`config.mk`:
```
export PLATFORM = sky130hd
export DESIGN_NAME = ens_vote_argmax
export DESIGN_NICKNAME = d
export VERILOG_FILES = /design/src/rtl/ens_vote_argmax.sv
export SDC_FILE = /design/constraint.sdc
export NUM_CORES = 1
export LEC_CHECK = 0
export CAP_MARGIN = 30
export CORE_MARGIN = 2
export CORE_UTILIZATION = 30
export DETAILED_ROUTE_END_ITERATION = 6
export GPL_TIMING_DRIVEN = 0
export SKIP_LAST_GASP = 1
export SLEW_MARGIN = 20
export SYNTH_ARGS = -nofsm -noshare
export SYNTH_HDL_FRONTEND = slang
export SYNTH_SLANG_ARGS = --single-unit
```
`constraint.sdc`:
```
create_clock -name clk -period 5 [get_ports clk]
set_input_delay 1.5 -clock clk [delete_from_list [all_inputs] [get_ports clk]]
set_output_delay 1.5 -clock clk [all_outputs]
set_load 0.02 [all_outputs]
```
`src/rtl/ens_vote_argmax.sv`:
```
// Ensemble vote accumulator with serial argmax: sums N_ENS member score vectors per
// class, then scans one class per cycle for the highest total (lowest index on ties).
module ens_vote_argmax #(
    parameter int N_CLASSES = 10,
    parameter int N_ENS     = 4,
    parameter int SCORE_W   = 2,
    localparam int ACC_W    = SCORE_W + $clog2(N_ENS),
    localparam int IDX_W    = $clog2(N_CLASSES)
) (
    input  logic                         clk,
    input  logic                         rst,
    input  logic                         s_valid,
    output logic                         s_ready,
    input  logic [N_CLASSES*SCORE_W-1:0] s_scores,
    output logic                         m_valid,
    input  logic                         m_ready,
    output logic [IDX_W-1:0]             m_class,
    output logic [ACC_W-1:0]             m_score
);

    localparam int CNT_W = (N_ENS > 1) ? $clog2(N_ENS) : 1;

    typedef enum logic [1:0] {
        ACCUM = 2'd0,
        SCAN  = 2'd1,
        HOLD  = 2'd2
    } state_t;

    state_t            state, state_n;
    logic [CNT_W-1:0]  cnt;
    logic [IDX_W-1:0]  scan_idx;
    logic [IDX_W-1:0]  best_idx;
    logic [ACC_W-1:0]  best_val;
    logic [ACC_W-1:0]  acc [N_CLASSES];
    logic              accept;
    logic              last_beat;
    logic              last_class;

    function automatic logic [ACC_W-1:0] score_of(
        input logic [N_CLASSES*SCORE_W-1:0] v,
        input int                           c
    );
        return ACC_W'(v[c*SCORE_W +: SCORE_W]);
    endfunction

    assign accept     = s_valid && s_ready;
    assign last_beat  = (cnt == CNT_W'(N_ENS - 1));
    assign last_class = (scan_idx == IDX_W'(N_CLASSES - 1));

    always_ff @(posedge clk) begin
        if (rst) begin
            state <= ACCUM;
        end else begin
            state <= state_n;
        end
    end

    // s_ready depends only on state, never on m_ready, so a held result cannot be lost
    always_comb begin
        state_n = state;
        s_ready = 1'b0;
        m_valid = 1'b0;
        m_class = '0;
        m_score = '0;
        case (state)
            ACCUM: begin
                s_ready = 1'b1;
                if (accept && last_beat) state_n = SCAN;
            end
            SCAN: begin
                if (last_class) state_n = HOLD;
            end
            HOLD: begin
                m_valid = 1'b1;
                m_class = best_idx;
                m_score = best_val;
                if (m_ready) state_n = ACCUM;
            end
            default: state_n = ACCUM;
        endcase
    end

    always_ff @(posedge clk) begin
        if (rst) begin
            cnt      <= '0;
            scan_idx <= '0;
            best_idx <= '0;
            best_val <= '0;
        end else begin
            if (accept) begin
                cnt <= last_beat ? '0 : cnt + CNT_W'(1);
            end
            if (state == SCAN) begin
                if (scan_idx == '0 || acc[scan_idx] > best_val) begin
                    best_idx <= scan_idx;
                    best_val <= acc[scan_idx];
                end
                scan_idx <= last_class ? '0 : scan_idx + IDX_W'(1);
            end
        end
    end

    // First beat of a frame overwrites the totals, so no clear cycle and no reset needed
    always_ff @(posedge clk) begin
        if (accept) begin
            for (int c = 0; c < N_CLASSES; c++) begin
                acc[c] <= ((cnt == '0) ? '0 : acc[c]) + score_of(s_scores, c);
            end
        end
    end

endmodule

```
==> run summary <==
outcome - finished, final reports clean
CP peak stage delay - 590 ps
H-tree depth - 3
Final Hold Fails - 0
pins over their slew limit - 0
Multi-input gate area - 1790 sq um
Detailed Routing Iterations Pass 1 - 4
area grow syn2layout - 22.0%
Stages on worst setup path - 4
routed vias/inst - 4.42
Syn Nets - 392
cts hold-fix bufs - 0
max cap viols - 0
Horiz. Die Dim - 114 um
Die Y - 114 um
TritonCTS Sinks - 60
relative slew slack - 0.561
Top Family by Delay on Critical Path - buffers and inverters
critical path's slowest cell - clkdlybuf4s50_1
adder-cell share of the synthesized area - 0.145
CTS resizes - 0
latest clock arrival within the worst-skew pair - 330 ps
RSZ-0062 raised after global routing - false
placed wire-length estimate - 5120 um
cts bufs inserted - 9
wire per inst - 13.2 um
clock slew at reported path FFs - 50 ps
Placer Congestion - 0.798
dpl cell area - 4150 sq um
CTS Root Cell - clkbuf_16
std cell rows - 40
Setup crit end kind - output port
R2R setup slack - 2380 ps
n_diodes - 0
Iter 0 DRT Violations - 87
total track usage - 0.117
largest area contributor in the netlist - edfxtp_1
Seq/Total Area, Yosys - 0.442
crit path launch type - register
Setup violations, final - 0
Post-route DRC - 0
fraction of the mapped netlist area in compound gates - 0.0477
Post-Synthesis Cell Area - 3620 sq um
register area - 1600 sq um
Setup crit start - state[1]
Post-synth EDFFs - 40
setup TNS - 0 ps
synth top area cells - edfxtp_1 33%, dfxtp_1 11%, ha_1 9.0%
fin crit share - 0.674
first-pass GRT wire length - 11700 um
setup slack at placement - 1950 ps
fmax - 297 MHz
post-route cell area - 4420 sq um
grt ovf - 0
CTS tree - built
I/O Pins - 34
synthesized instance count - 332
WP data required - 3500 ps
largest net degree at the start of global routing - 33
Max IR drop VDD - 141 uV
Critical Path End - m_class[0]
Core Region - 11900 sq um
fill count - 1208
Async S/R FF share, synth - 0
Port-buffer cells - 32
# nets final - 436
XOR/XNOR Fraction of Synth Area - 0.0532
vias in the first global route - 2460
routed via count - 2334
initial antenna violation count - 0
clock skew - 7.93 ps
cells on worst reg2reg path - 11
Tightest Pin Transition - 658 ps
post-synthesis mux area share - 0.0981
Synth Register Bits - 60
worst-path fanout max - 10
antenna-violating nets left - 0
critical path type - register to output port
largest family of logic cells by synthesized area - simple AND/OR/NAND/NOR gates
Unique masters post-synth - 33
Critical R2R Capture - best_idx[1]
WP data arrival - 1870 ps
Syn. warnings - 0
Hold Slack - 460 ps
Finished Layout Cells - 528
Synth Area per Inst - 10.9 sq um
# Post-CTS Setup Buffers - 0
CP bufs+invs - 2
crit path time final - 3370 ps
initial cell density of the core - 0.304
post-synthesis simple-gate area fraction - 0.150
clk buf depth - 2
die area - 13000 sq um
Cell Chain, Critical Path - nor2b_1 > clkbuf_1 > and2_1 > clkdlybuf4s50_1
Top FF cell, synth - edfxtp_1
post-synth top area share - 0.332
LEAKAGE - 1.66 nW
share of post-route cells with drive strength above 1 - 0.0814
placed cells - 512
Final WS setup - 1630 ps
type of the most critical hold path - register to register
Routed WL - 6960 um
power per cell area - 309 nW/um^2
[metal layers]
metal | part of all wire | GRT usage
met5 | 0 | 0
met4 | 0.020 | 0.0585
met3 | 0.030 | 0.0234
met2 | 0.45 | 0.180
met1 | 0.50 | 0.157
[Yosys cell counts, drive strengths merged, types with 2 or more instances]
library cell   n
a21oi         20
and2           8
buf            3
clkbuf         8
dfxtp         20
edfxtp        40
fa            10
ha            26
inv           46
mux2           4
mux2i         22
mux4           4
nand2          9
nand2b        12
nand4          2
nor2          24
nor2b         35
nor3           3
o21ai          6
xnor2         21
[state kept, by name, summed over array words and instances (netlist names), named ones only]
signal / flops
acc: 40
best_idx: 4
best_val: 4
scan_idx: 4
cnt: 2
state: 2
[how the worst min path moves through the flow]
stage	startpoint	to	slack (ps)	depth (start not counted)
after floorplan	state[1]	state[0]	430	1
after global routing	state[1]	state[0]	490	1
final	state[1]	state[0]	460	1
after global placement	state[1]	state[0]	450	1
after detailed placement	state[1]	state[0]	460	1
after CTS	state[1]	state[0]	470	1
[area by class of cell]
cell class	instances	share of cell area
Sequential cell	60	0.362
Clock inverter	2	0.00198
Inverter	46	0.0391
Buffer	11	0.0130
Tap cell	147	0.0416
Timing Repair Buffer	33	0.0770
Multi-Input combinational cell	215	0.405
Clock buffer	14	0.0597
[kinds of logic after synthesis]
logic type | after synthesis
simple gates | 99
flops | 60
buf+inv | 57
fa+ha+maj | 36
mux | 30
compound gates | 28
xor+xnor | 22
[report_power, final]
part / switching (W) / internal, W
Sequential: 0.0000219 / 0.000582
Clock: 0.000203 / 0.000360
Combinational: 0.000103 / 0.0000964
Total: 0.000328 / 0.00104
[metrics by stage]
step | total power (W) | utilization
after CTS | 0.00138 | 0.371
final | 0.00137 | 0.371
after global placement | 0.000806 | 0.346
after global routing | 0.00143 | 0.371
after detailed placement | 0.000817 | 0.348
after floorplan | 0.000746 | -
[layout by cell type (no fill, tap or decap), types with 2 or more instances in the layout]
cell type | netlist | final
edfxtp_1 | 40 | 40
nor2_1 | 24 | 24
a21oi_1 | 19 | 19
dfxtp_1 | 20 | 20
inv_1 | 46 | 45
mux2i_1 | 22 | 22
mux2_2 | 4 | 4
nor2b_1 | 35 | 35
mux4_2 | 4 | 4
ha_1 | 26 | 26
clkbuf_16 | 0 | 9
nand2_1 | 9 | 9
fa_1 | 10 | 10
nand4_1 | 2 | 2
clkbuf_1 | 8 | 11
clkbuf_8 | 0 | 2
clkdlybuf4s50_1 | 0 | 32
xnor2_1 | 21 | 21
nor3_1 | 3 | 3
nand2b_1 | 12 | 12
and2_1 | 8 | 8
o21ai_1 | 2 | 2
o21ai_2 | 3 | 3
buf_6 | 2 | 2
Note: power is estimated with default switching activity, not from simulation.
